<file path="src/rtl/fetch_ctrl_pkg.sv">
// rtl/fetch_ctrl_pkg.sv - shared types and constants for the instruction fetch controller
//   fetch_entry_t : one buffered fetch result {pc, instr}
//   fetch_state_e : fetch sequencer states
//   align_pc      : clears the byte-offset bits of a redirect target
package fetch_ctrl_pkg;

  localparam int unsigned INSTR_BYTES = 4;

  typedef struct packed {
    logic [63:0] pc;
    logic [31:0] instr;
  } fetch_entry_t;

  typedef enum logic [1:0] {
    FS_IDLE,
    FS_REQ,
    FS_WAIT
  } fetch_state_e;

  function automatic logic [63:0] align_pc(input logic [63:0] pc);
    return {pc[63:2], 2'b00};
  endfunction

endpackage

</file>
<file path="src/rtl/fetch_ctrl_if.sv">
// rtl/fetch_ctrl_if.sv - instruction-memory and decode handshake bundle for fetch_ctrl
//   imem_* : req/gnt request channel plus in-order rvalid/rdata response channel
//   if_*   : fetch buffer head towards decode, valid/ready
//   master : fetch controller side; slave : memory + decode side
interface fetch_ctrl_if;
  logic        imem_req_o;
  logic [63:0] imem_addr_o;
  logic        imem_gnt_i;
  logic        imem_rvalid_i;
  logic [31:0] imem_rdata_i;
  logic        if_valid_o;
  logic [31:0] if_instr_o;
  logic [63:0] if_pc_o;
  logic        if_ready_i;

  modport master (
    output imem_req_o, imem_addr_o, if_valid_o, if_instr_o, if_pc_o,
    input  imem_gnt_i, imem_rvalid_i, imem_rdata_i, if_ready_i
  );

  modport slave (
    input  imem_req_o, imem_addr_o, if_valid_o, if_instr_o, if_pc_o,
    output imem_gnt_i, imem_rvalid_i, imem_rdata_i, if_ready_i
  );
endinterface

</file>
<file path="src/rtl/fetch_ctrl_fifo.sv">
// rtl/fetch_ctrl_fifo.sv - fetch buffer of fetch_entry_t with push/pop/flush
//   clk, rst_n          : clock, synchronous active-low reset
//   push, push_data     : write one entry at the tail
//   pop                 : retire the head (ignored when empty)
//   flush               : empty the buffer; overrides push and pop that cycle
//   head                : combinational head entry (meaningless when empty)
//   full, empty, count  : occupancy status
module fetch_fifo
  import fetch_ctrl_pkg::*;
#(
  parameter int unsigned DEPTH = 2
) (
  input  logic                     clk,
  input  logic                     rst_n,
  input  logic                     push,
  input  fetch_entry_t             push_data,
  input  logic                     pop,
  input  logic                     flush,
  output fetch_entry_t             head,
  output logic                     full,
  output logic                     empty,
  output logic [$clog2(DEPTH):0]   count
);

  localparam int AW = $clog2(DEPTH);
  localparam int CW = AW + 1;

  fetch_entry_t  mem [DEPTH];
  logic [AW-1:0] wr_ptr;
  logic [AW-1:0] rd_ptr;
  logic          do_push;
  logic          do_pop;

  assign empty   = (count == '0);
  assign full    = (count == CW'(DEPTH));
  assign do_push = push && !flush;
  assign do_pop  = pop && !empty && !flush;
  assign head    = mem[rd_ptr];

  // DEPTH is a power of two, so pointers wrap naturally at their width.
  always_ff @(posedge clk) begin
    if (!rst_n || flush) begin
      wr_ptr <= '0;
      rd_ptr <= '0;
      count  <= '0;
    end else begin
      if (do_push) wr_ptr <= wr_ptr + AW'(1);
      if (do_pop)  rd_ptr <= rd_ptr + AW'(1);
      if (do_push && !do_pop)      count <= count + CW'(1);
      else if (!do_push && do_pop) count <= count - CW'(1);
    end
  end

  always_ff @(posedge clk) begin
    if (do_push) mem[wr_ptr] <= push_data;
  end

endmodule

</file>
<file path="src/rtl/fetch_ctrl.sv">
// rtl/fetch_ctrl.sv - instruction fetch sequencer: PC, imem request, fetch buffer, redirects
//   clk, rst_n                        : clock, synchronous active-low reset
//   branch_taken_i, branch_target_i   : decode redirect
//   trap_valid_i, trap_pc_i           : trap redirect, wins over branch
//   bus (fetch_ctrl_if.master)        : imem req/gnt/rvalid channel and decode valid/ready head
module fetch_ctrl
  import fetch_ctrl_pkg::*;
#(
  parameter logic [63:0] RESET_PC   = 64'h0,
  parameter int unsigned FIFO_DEPTH = 2
) (
  input  logic          clk,
  input  logic          rst_n,
  input  logic          branch_taken_i,
  input  logic [63:0]   branch_target_i,
  input  logic          trap_valid_i,
  input  logic [63:0]   trap_pc_i,
  fetch_ctrl_if.master  bus
);

  localparam int CW = $clog2(FIFO_DEPTH) + 1;

  fetch_state_e  state_q, state_d;
  logic [63:0]   pc_q, pc_d;
  logic          discard_q, discard_d;
  logic          redirect;
  logic [63:0]   target;
  logic          req;
  logic          push;
  logic          pop;
  fetch_entry_t  push_data;
  fetch_entry_t  head;
  logic          fifo_full;
  logic          fifo_empty;
  logic [CW-1:0] fifo_count;

  assign redirect = trap_valid_i || branch_taken_i;
  assign target   = align_pc(trap_valid_i ? trap_pc_i : branch_target_i);

  // pc_q already advanced at grant, so the outstanding request sits one word behind it.
  assign push_data = '{pc: pc_q - 64'(INSTR_BYTES), instr: bus.imem_rdata_i};
  assign pop       = !fifo_empty && bus.if_ready_i;

  always_comb begin
    state_d   = state_q;
    pc_d      = pc_q;
    discard_d = discard_q;
    req       = 1'b0;
    push      = 1'b0;
    if (redirect) pc_d = target;
    case (state_q)
      FS_IDLE: state_d = FS_REQ;
      FS_REQ: begin
        // Nothing is outstanding here, so free space is simply occupancy < depth.
        req = (fifo_count < CW'(FIFO_DEPTH));
        if (req && bus.imem_gnt_i) begin
          state_d = FS_WAIT;
          // A grant that coincides with a redirect fetched the old path; drop its data.
          if (redirect) discard_d = 1'b1;
          else          pc_d      = pc_q + 64'(INSTR_BYTES);
        end
      end
      FS_WAIT: begin
        if (bus.imem_rvalid_i) begin
          push      = !discard_q && !redirect;
          discard_d = 1'b0;
          state_d   = FS_REQ;
        end else if (redirect) begin
          discard_d = 1'b1;
        end
      end
      default: state_d = FS_IDLE;
    endcase
  end

  always_ff @(posedge clk) begin
    if (!rst_n) begin
      state_q   <= FS_IDLE;
      pc_q      <= RESET_PC;
      discard_q <= 1'b0;
    end else begin
      state_q   <= state_d;
      pc_q      <= pc_d;
      discard_q <= discard_d;
    end
  end

  // The in-flight slot is reserved before requesting, so a push can never find the buffer full.
  always_ff @(posedge clk) begin
    if (rst_n) assert (!(push && fifo_full));
  end

  fetch_fifo #(.DEPTH(FIFO_DEPTH)) u_fifo (
    .clk       (clk),
    .rst_n     (rst_n),
    .push      (push),
    .push_data (push_data),
    .pop       (pop),
    .flush     (redirect),
    .head      (head),
    .full      (fifo_full),
    .empty     (fifo_empty),
    .count     (fifo_count)
  );

  assign bus.imem_req_o  = req;
  assign bus.imem_addr_o = pc_q;
  assign bus.if_valid_o  = !fifo_empty;
  assign bus.if_instr_o  = head.instr;
  assign bus.if_pc_o     = head.pc;

endmodule
</file>
<file path="src/flat_wrapper.sv">
// flat-port wrapper written by rule: the top's interface ports become plain ports
module fetch_ctrl_flat import fetch_ctrl_pkg::*;
#(
  parameter logic [63:0] RESET_PC   = 64'h0,
  parameter int unsigned FIFO_DEPTH = 2
)
  (clk, rst_n, branch_taken_i, branch_target_i, trap_valid_i, trap_pc_i, bus_imem_req_o, bus_imem_addr_o, bus_if_valid_o, bus_if_instr_o, bus_if_pc_o, bus_imem_gnt_i, bus_imem_rvalid_i, bus_imem_rdata_i, bus_if_ready_i);
  fetch_ctrl_if bus_i ();
  input  logic clk;
  input  logic rst_n;
  input  logic branch_taken_i;
  input  logic [63:0] branch_target_i;
  input  logic trap_valid_i;
  input  logic [63:0] trap_pc_i;
  output wire logic [$bits(bus_i.imem_req_o)-1:0] bus_imem_req_o;
  output wire logic [$bits(bus_i.imem_addr_o)-1:0] bus_imem_addr_o;
  output wire logic [$bits(bus_i.if_valid_o)-1:0] bus_if_valid_o;
  output wire logic [$bits(bus_i.if_instr_o)-1:0] bus_if_instr_o;
  output wire logic [$bits(bus_i.if_pc_o)-1:0] bus_if_pc_o;
  input wire logic [$bits(bus_i.imem_gnt_i)-1:0] bus_imem_gnt_i;
  input wire logic [$bits(bus_i.imem_rvalid_i)-1:0] bus_imem_rvalid_i;
  input wire logic [$bits(bus_i.imem_rdata_i)-1:0] bus_imem_rdata_i;
  input wire logic [$bits(bus_i.if_ready_i)-1:0] bus_if_ready_i;
  assign bus_imem_req_o = bus_i.imem_req_o;
  assign bus_imem_addr_o = bus_i.imem_addr_o;
  assign bus_if_valid_o = bus_i.if_valid_o;
  assign bus_if_instr_o = bus_i.if_instr_o;
  assign bus_if_pc_o = bus_i.if_pc_o;
  assign bus_i.imem_gnt_i = bus_imem_gnt_i;
  assign bus_i.imem_rvalid_i = bus_imem_rvalid_i;
  assign bus_i.imem_rdata_i = bus_imem_rdata_i;
  assign bus_i.if_ready_i = bus_if_ready_i;
  fetch_ctrl #(.RESET_PC(RESET_PC), .FIFO_DEPTH(FIFO_DEPTH)) u_core (.clk(clk), .rst_n(rst_n), .branch_taken_i(branch_taken_i), .branch_target_i(branch_target_i), .trap_valid_i(trap_valid_i), .trap_pc_i(trap_pc_i), .bus(bus_i));
endmodule
</file>
<file path="config.mk">
export PLATFORM = sky130hd
export DESIGN_NAME = fetch_ctrl_flat
export DESIGN_NICKNAME = d
export VERILOG_FILES = /design/src/rtl/fetch_ctrl_pkg.sv /design/src/rtl/fetch_ctrl_if.sv /design/src/rtl/fetch_ctrl_fifo.sv /design/src/rtl/fetch_ctrl.sv /design/src/flat_wrapper.sv
export SDC_FILE = /design/constraint.sdc
export NUM_CORES = 1
export LEC_CHECK = 0
export BUFFER_PORTS_ARGS = -buffer_cell sky130_fd_sc_hd__buf_2
export CELL_PAD_IN_SITES_DETAIL_PLACEMENT = 1
export CELL_PAD_IN_SITES_GLOBAL_PLACEMENT = 1
export CORE_ASPECT_RATIO = 1.25
export CORE_MARGIN = 3
export CORE_UTILIZATION = 45
export DETAILED_ROUTE_END_ITERATION = 16
export GPL_TIMING_DRIVEN = 0
export PLACE_DENSITY_LB_ADDON = 0.1
export REMOVE_ABC_BUFFERS = 1
export SYNTH_ARGS = -nofsm -noshare
export SYNTH_HDL_FRONTEND = slang
export SYNTH_SLANG_ARGS = --single-unit
</file>
<file path="constraint.sdc">
create_clock -name clk -period 30.8 [get_ports clk]
set_clock_uncertainty 0.15 [all_clocks]
set_input_delay 6.16 -clock clk [delete_from_list [all_inputs] [get_ports clk]]
set_output_delay 6.16 -clock clk [all_outputs]
set_load 0.1 [all_outputs]
</file>
==> impl.org, run 1 <==
** Global routing
- The via count of the first global-routing pass was 10,300.
- Met1 usage :: between 20% and 30%
- The initial antenna violation count came to 10.
- GRT Overall Usage :: 24.8%
- Overflow after GRT :: 0
- Entering global routing, the biggest net connects 65 pins.
- First-pass GRT wire length :: 58,300 um
- Global routing used 4.93% of the available met3 tracks.
- Global route hottest layer :: met2
- In the global route stage, met2 resource usage came out at 45.0%.

** STA
- Final period util :: 29.9%
- Pins Over Slew Limit :: 0
- Shortest period the worst path allows :: 9.20 ns
- Setup repair after global routing left no endpoint under its margin.
- At the pin with the least slew margin, the transition time is 0.957 ns.
- Setup TNS Final :: 0 ns
- Timing would allow up to 0.109 GHz.
- Hold is met by around 0.34 ns.
- In this run the tightest slew margin relative to its limit is a little over a third.
- Setup violations remaining at the end of the flow were counted as 0.
- Number of hold violations in the final report :: 0

** Setup path
- Walking the worst path, the cells encountered are buf_2 -> nand4bb_1 -> nor3_1 -> nand3_1 -> nor4_1 -> xnor2_1 -> o22ai_1.
- Data arrives at the worst endpoint at 9.43 ns.
- Critical path capture point type :: register
- Max Fanout on Critical Path :: 13
- Crit-path slowest cell :: nor3_1
- Critical Path Max Stage Delay :: 0.98 ns
- Worst setup SP type :: input pin
- STA puts the critical path data required time at 31.03 ns.
- The worst setup path is of the in2reg kind.

** Floorplanning
- Total die area :: 29,800 um^2
- Core Region :: 27,100 um^2
- Row count :: 67
- Initial Utilization :: 46.1%
- Io pins :: approximately 330
- DIE WIDTH :: between 150 and 200 um
- Vertical extent of the die :: 192 um

** Layout
- Final core utilization :: 56.9%
- The area growth from synthesis to layout is 23.3%.
- Post-route cell area :: 15,400 um^2
- Highest-count cells in the layout ignoring fill and taps :: buf_2, edfxtp_1, mux2_2
- Number of nets in the layout :: 1,522
- Most common cell after layout, fill and taps aside :: buf_2
- Once layout is complete, the cells apart from fillers number roughly 1,700.
- Share of layout cells above drive strength 1 :: a little over a third

** Placed design
- Input and output buffers added on the ports amount to 324.
- In this run, placement finished with an instance count of 1,667.
- After detailed placement, the total cell area comes to about 14,000 um^2.
- After legalization and detailed placement, the total HPWL measured approximately 28,000 um.
- Routability-driven placement finished with a final weighted congestion of 0.783.

** CTS
- TritonCTS built the clock tree.
- Number of buffers inserted by post-CTS setup repair :: 0
- The longest clock path from root to sink contains 3 buffers.
- The tree built by TritonCTS fans out to between 200 and 300 sinks.
- Gates resized during post-CTS repair numbered 0.
- Num CTS Buffers :: 27
- Number of levels in the clock H-tree :: 1
- Clock transition at the registers of the reported paths :: 0.06 ns
- Skew-Pair Late Insertion Delay :: between 0.5 and 0.6 ns
- The number of hold buffers added after CTS was 0.
- CTS placed an instance of clkbuf_16 at the clock tree root.

** Synthesis
- Fraction of the yosys area taken by sequential cells :: 57.7%
- Syn_area_per_cell :: ~12 um^2
- Counting flops with a built-in enable in the synthesized netlist gives 192.
- Async SR Flop Fraction :: 0%
- Number of distinct library cells after synthesis :: 57
- The cell count after synthesis came out at approximately 1,100.
- The mapped netlist covers 12,500 um^2.
- Most frequently used flop master after synthesis :: edfxtp_1
- Counting flops and latches in the post-synthesis netlist gives 264.
- For this run, the number of Yosys warnings is 0.

** Flow run
- The tool flagged a number of max-cap violations equal to 0.

** Route
- Residual DRC count :: 0
- The final layout contains routed wiring with a total length of ~38,000 um.
- Avg WL per Cell :: around 22 um
- Using the TritonRoute via totals, the vias-per-cell ratio works out to 5.62.
- The detail route stage leaves a number of antenna-violating nets equal to 0.
- Total number of vias :: 9,679
- Iteration-0 DRC Markers :: between 500 and 600
- Number of iterations in the first detailed-routing pass :: 7

** Worst hold path
- The worst hold path belongs to the class reg2reg.

** Power
- Across the VDD grid, the largest voltage drop is 0.0367 mV.
- For this design the ratio of total power to cell area is 55.7 nW/um^2.
- Lkg Pwr :: approximately 6 nW

** Outcome
- Result of the run :: finished, final reports clean
Yosys cell counts, drive strengths merged, types with 5 or more instances:
cell	n	area share [%]
nand4	18	0.90
inv	17	0.51
a21oi	20	0.80
nand2	75	2.3
edfxtp	192	46
xor2	56	3.9
o22ai	29	1.5
xnor2	59	4.1
o211ai	10	0.60
clkbuf	66	2.0
mux2	96	8.7
nand2b	9	0.45
or2	6	0.30
dfxtp	72	12
nor3	30	1.2
buf	18	0.72
a31oi	6	0.30
nor2b	6	0.30
nor4	27	1.8
nor2	62	1.9
mux2i	5	0.40
o21ai	24	0.96
and4	7	0.49
or3	5	0.25
and3	13	0.65
a211oi	6	0.36
a22oi	27	1.6
nand3	62	2.5
final cells by class:
type | instances | area, um^2
tap | 345 | 432
clock buffer | 41 | 810
multi-input combinational | 698 | 4900
sequential | 264 | 7210
fill | 2935 | 11700
inverter | 17 | 63.8
clock inverter | 9 | 121
antenna | 3 | 7.51
timing repair buffer | 344 | 1860
metrics by stage:
step | setup WS [ns] | total power [mW]
after global placement | 7.35 | 0.520
after global routing | 21.47 | 0.888
after floorplan | 14.31 | 0.487
after CTS | 21.58 | 0.865
after detailed placement | 21.03 | 0.524
final | 21.60 | 0.858
power by group:
group	total, mW	switching, mW	internal (mW)
logic	0.112	0.0824	0.0295
registers	0.405	0.0156	0.390
clock network	0.341	0.135	0.206
worst max-delay path, delay by kind of cell:
family | cells | cell delay [ns]
xor+xnor | 1 | 0.18
simple gates | 4 | 2.86
compound gates | 1 | 0.10
buf+inv | 1 | 0.10
worst paths after layout:
check,slack (ns),startpoint,endpoint,cells after the start
worst max-delay path,21.60,bus_imem_gnt_i,u_core.bus.imem_addr_o[62]$_SDFF_PN0_,7
worst min-delay path,0.34,u_core.bus.imem_addr_o[1]$_SDFFE_PN0P_,u_core.u_fifo.mem[0][33]$_DFFE_PP_,0
worst max register to register,26.85,u_core.u_fifo.count[1]$_SDFFE_PP0P_,u_core.bus.imem_addr_o[62]$_SDFF_PN0_,6
worst min register to register,0.34,u_core.bus.imem_addr_o[1]$_SDFFE_PN0P_,u_core.u_fifo.mem[0][33]$_DFFE_PP_,0
kinds of logic after synthesis:
family | share of synthesized area (%)
fa+ha+maj | 0.301
xor+xnor | 8.06
buf+inv | 3.23
simple gates | 14.3
mux | 9.05
compound gates | 7.38
flops | 57.7
layer usage:
layer / routed length (um) / share of wire, %
met5: 75 / 0.20
met4: 1010 / 2.6
met3: 2560 / 6.7
met2: 19600 / 51
met1: 15000 / 39
sequential cells by signal, summed over array words and instances, names as in the netlist, named ones only:
register and cells:
u_core.discard_q 1, u_core.u_fifo.rd_ptr 1, u_core.u_fifo.mem 192, u_core.u_fifo.wr_ptr 1
u_core.u_fifo.count 2, u_core.bus.imem_addr_o 64, u_core.state_q 2
No activity file was read; power rests on OpenSTA's default activity.
==> inputs of run 2 (changes only) <==
--- a/config.mk
+++ b/config.mk
@@ -5,12 +5,13 @@
 export SDC_FILE = /design/constraint.sdc
 export NUM_CORES = 1
 export LEC_CHECK = 0
+export ABC_AREA = 1
 export BUFFER_PORTS_ARGS = -buffer_cell sky130_fd_sc_hd__buf_2
 export CELL_PAD_IN_SITES_DETAIL_PLACEMENT = 1
 export CELL_PAD_IN_SITES_GLOBAL_PLACEMENT = 1
 export CORE_ASPECT_RATIO = 1.25
 export CORE_MARGIN = 3
-export CORE_UTILIZATION = 45
+export CORE_UTILIZATION = 41
 export DETAILED_ROUTE_END_ITERATION = 16
 export GPL_TIMING_DRIVEN = 0
 export PLACE_DENSITY_LB_ADDON = 0.1
==> constraint.sdc (replaced) <==
create_clock -name clk -period 8.5 [get_ports clk]
set_clock_uncertainty 0.15 [all_clocks]
set_input_delay 1.7 -clock clk [delete_from_list [all_inputs] [get_ports clk]]
set_output_delay 1.7 -clock clk [all_outputs]
set_load 0.1 [all_outputs]
==> impl.org, run 2 <==
** Power
- The peak ir drop on the vdd network is 0.131 mV (+260%).
- Post-layout total power :: 3.28 mW (+280%)
- Power density cells :: 186 nW/um^2 (+230%)
- Lkg Pwr :: 6.93 nW (+16%)

** CTS
- The post-CTS setup repair buffer count is 0 (unchanged).
- CTS Root Cell :: clkbuf_16
- CTS tree :: yes
- The number of sinks handled by clock tree synthesis came to 264 (unchanged).
- Number of gates resized after CTS :: 0 (unchanged)
- The number of buffers on the longest clock path came to 3 (unchanged).
- Number of levels in the clock H-tree :: 1 (unchanged)
- The number of buffers inserted for hold repair after clock tree synthesis is 0 (unchanged).
- The clock input transition at the sequential cells of the worst setup and hold paths came to 0.06 ns (about the same).
- Skew-Pair Late Insertion Delay :: 0.55 ns (about the same)
- Num CTS Buffers :: 28 (+3.7%)

** Layout
- Share of layout cells above drive strength 1 :: 26.7% (-9.9 points)
- The flip-flop count of the largest register, all copies and words added came to 192 (unchanged).
- Relative to the synthesized area, the layout overhead comes to 20.8%.
- Ranked by flip-flop count, first place goes to u_core.u_fifo.mem.
- Most common cell after layout, fill and taps aside :: nor2_1
- Highest-count cells in the layout ignoring fill and taps :: nor2_1, buf_2, nand2_1
- Post-route cell area :: 17,600 um^2 (+14%)
- The number of nets in the finished design was 2,167 (+42%).

** Setup path
- In this run the worst setup path begins at branch_taken_i.
- Cell-by-cell trace of the critical path :: buf_2 -> nor2_4 -> clkinv_2 -> buf_12 -> nor2_1 -> nand2_1 -> nor2_4 -> buf_16 -> buf_16 -> buf_12 -> buf_12
- The worst register-to-register path begins at u_core.state_q[0]$_SDFFE_PN0P_.
- Counting stages on the worst path, the most repeated cell is buf_12.
- The arrival time of data at the critical path endpoint came to 6.05 ns (-3.38 ns).
- Max Fanout on Critical Path :: 44 (+31)
- Critical Path Max Stage Delay :: 1.00 ns (+0.02 ns)
- Crit-path slowest cell :: nor2_4
- The worst reg-to-reg setup slack was 5.74 ns (-21.11 ns).
- Worst EP required :: 8.60 ns (-22.43 ns)
- Worst setup SP type :: input pin
- Critical Setup Path Class :: in2reg
- Critical path buffers and inverters :: 7 (+6)
- Gate family responsible for the most delay along the worst path :: buffers and inverters
- Critical path capture point type :: register

** Route
- The detailed-router iteration count before antenna repair came to 5 (-2).
- The vias per cell is 5.18 (-7.8%).
- The via total after detailed routing was 12,900 (+33%).
- The post-route antenna net violation count was 0 (unchanged).
- Avg WL per Cell :: 20.3 um (-8.6%)
- Residual DRC count :: 0 (unchanged)
- Iteration-0 DRC Markers :: 649 (+20%)
- Final wirelength :: 50,600 um (+32%)

** Synthesis
- Most common library cells after synthesis :: nor2_1, nand2_1, edfxtp_1, inv_1, mux2_2
- Largest cells by area after synthesis :: edfxtp_1, dfxtp_1, nor2_1
- The most used flip-flop cell after synthesis is edfxtp_1.
- Syn_area_per_cell :: 8.53 um^2 (-27%)
- Proportion of netlist area held by the largest area contributor :: 39.6% (-6.6 points)
- The count of flip-flops with a built-in enable after synthesis was 192 (unchanged).
- Most frequent cell after synthesis :: nor2_1
- The register bit count reported by yosys came to 264 (unchanged).
- The share of flip-flops with an asynchronous set or reset was 0% (unchanged).
- Synth Instances :: 1,707 (+61%)
- The unique cell type count in the Yosys netlist was 42 (-26%).
- The sequential area share after synthesis came to 49.5% (-8.2 points).
- The largest total area in the synthesized netlist belongs to edfxtp_1.
- Synth Cell Area :: 14,600 um^2 (+17%)
- Yosys warning count :: 0 (unchanged)

** STA
- Shortest period the worst path allows :: about 6.0 ns
- The slew at the pin closest to its max-slew limit was 1.15 ns (+0.192 ns).
- Pins Over Slew Limit :: 0 (unchanged)
- Based on the critical path, the design can be clocked at up to 0.168 GHz.
- Unrepaired setup endpoints after global routing :: no
- Rel. slew slack :: 23.2% (-12 points)
- The final hold violation count was 0 (unchanged).
- The final-report setup violation count is 0 (unchanged).
- Setup TNS Final :: 0 ns (unchanged)
- Final period util :: a little over two thirds

** Global routing
- The initial antenna violation count was 0 (-10).
- The overall fraction of global-route tracks in use was 26.1% (+1.3 points).
- The aggregate global routing overflow came to 0 (unchanged).
- Largest net degree at the start of global routing :: 77 (+18%)
- The first-pass GRT wire length was 76,900 um (+32%).
- Via count of the first global-routing pass :: 13,600 (+32%)

** Flow run
- Total of max-cap violations :: 0 (unchanged)

** Floorplanning
- The overall die width came to 175 um (+13%).
- The number of top-level design ports came to 329 (unchanged).
- Total die area :: 37,800 um^2 (+27%)
- Vertical extent of the die :: 217 um (+13%)
- Row count :: 76 (+13%)
- Initial Utilization :: 41.9% (-4.3 points)
- Core Region :: 34,800 um^2 (+29%)

** Placed design
- The instance area after placement is 16,700 um^2 (+15%).
- Detailed-placement wirelength estimate :: 38,500 um (+40%)
- The number of buffers added on ports came to 324 (unchanged).
- Final RePlAce weighted congestion :: 0.905 (+16%)

** Worst hold path
- The startpoint identified for the worst hold timing path is u_core.bus.imem_addr_o[1]$_SDFFE_PN0P_.
- Worst hold path type :: reg2reg

** Outcome
- Result of the run :: finished, final reports clean
-- run 2: metal layers --
metal,wire length (um),up-vias,global-route usage (%),part of all wire (%)
li1,-,6248,-,-
met1,21200,6232,33.2,42
met2,25400,344,46.6,50
met3,2590,71,3.25,5.1
met4,1400,0,7.50,2.8
met5,0,-,0,0
-- run 2: cell families (layout without fill, tap and decap cells) --
group / after synthesis / in the layout / synth area share [%]
multiplexers: 96 / 96 / 7.42
XOR/XNOR: 70 / 70 / 4.21
buffers and inverters: 210 / 521 / 5.99
adder cells (fa/ha/maj): 3 / 3 / 0.258
flip-flops: 264 / 264 / 49.5
AO/OA/AOI/OAI: 184 / 184 / 6.63
other: 0 / 1 / 0
AND/OR/NAND/NOR: 880 / 880 / 26.0
-- run 2: area by class of cell --
class / count / area, um^2
inverters: 135 / 508
flip-flops and latches: 264 / 7210
diodes: 1 / 2.50
clock buffers: 34 / 744
repair buffers: 335 / 1880
fillers: 4249 / 17200
multi-input cells: 1233 / 6510
well taps: 468 / 586
clock inverters: 17 / 163
-- run 2: worst reg2reg max path: cells and delay by family (launching register included) --
kind / cells / cell delay [ns]
buf+inv: 2 / 0.33
compound gates: 3 / 0.45
simple gates: 3 / 1.40
flops: 1 / 0.36
-- run 2: final timing paths --
kind	end	depth (start not counted)
setup / recovery	u_core.u_fifo.mem[1][30]$_DFFE_PP_	11
hold / removal	u_core.bus.imem_addr_o[1]$_SDFFE_PN0P_	2
setup reg to reg	u_core.bus.imem_addr_o[29]$_SDFF_PN0_	8
hold reg to reg	u_core.bus.imem_addr_o[1]$_SDFFE_PN0P_	2
-- run 2: stage by stage --
stage	util [%]	cells	setup slack, ns	hold slack, ns
after detailed placement	47.9	2434	1.66	0.323
after global placement	47.1	2424	-3.84	0.304
final	50.6	2487	2.54	0.329
after floorplan	-	1632	0.758	0.301
after global routing	50.6	2486	2.20	0.352
after CTS	50.5	2485	2.24	0.335
-- run 2: power by group --
part / switching (mW) / total, mW / internal, mW
combinational: 0.440 / 0.570 / 0.130
clock: 0.509 / 1.22 / 0.712
sequential: 0.0701 / 1.49 / 1.42
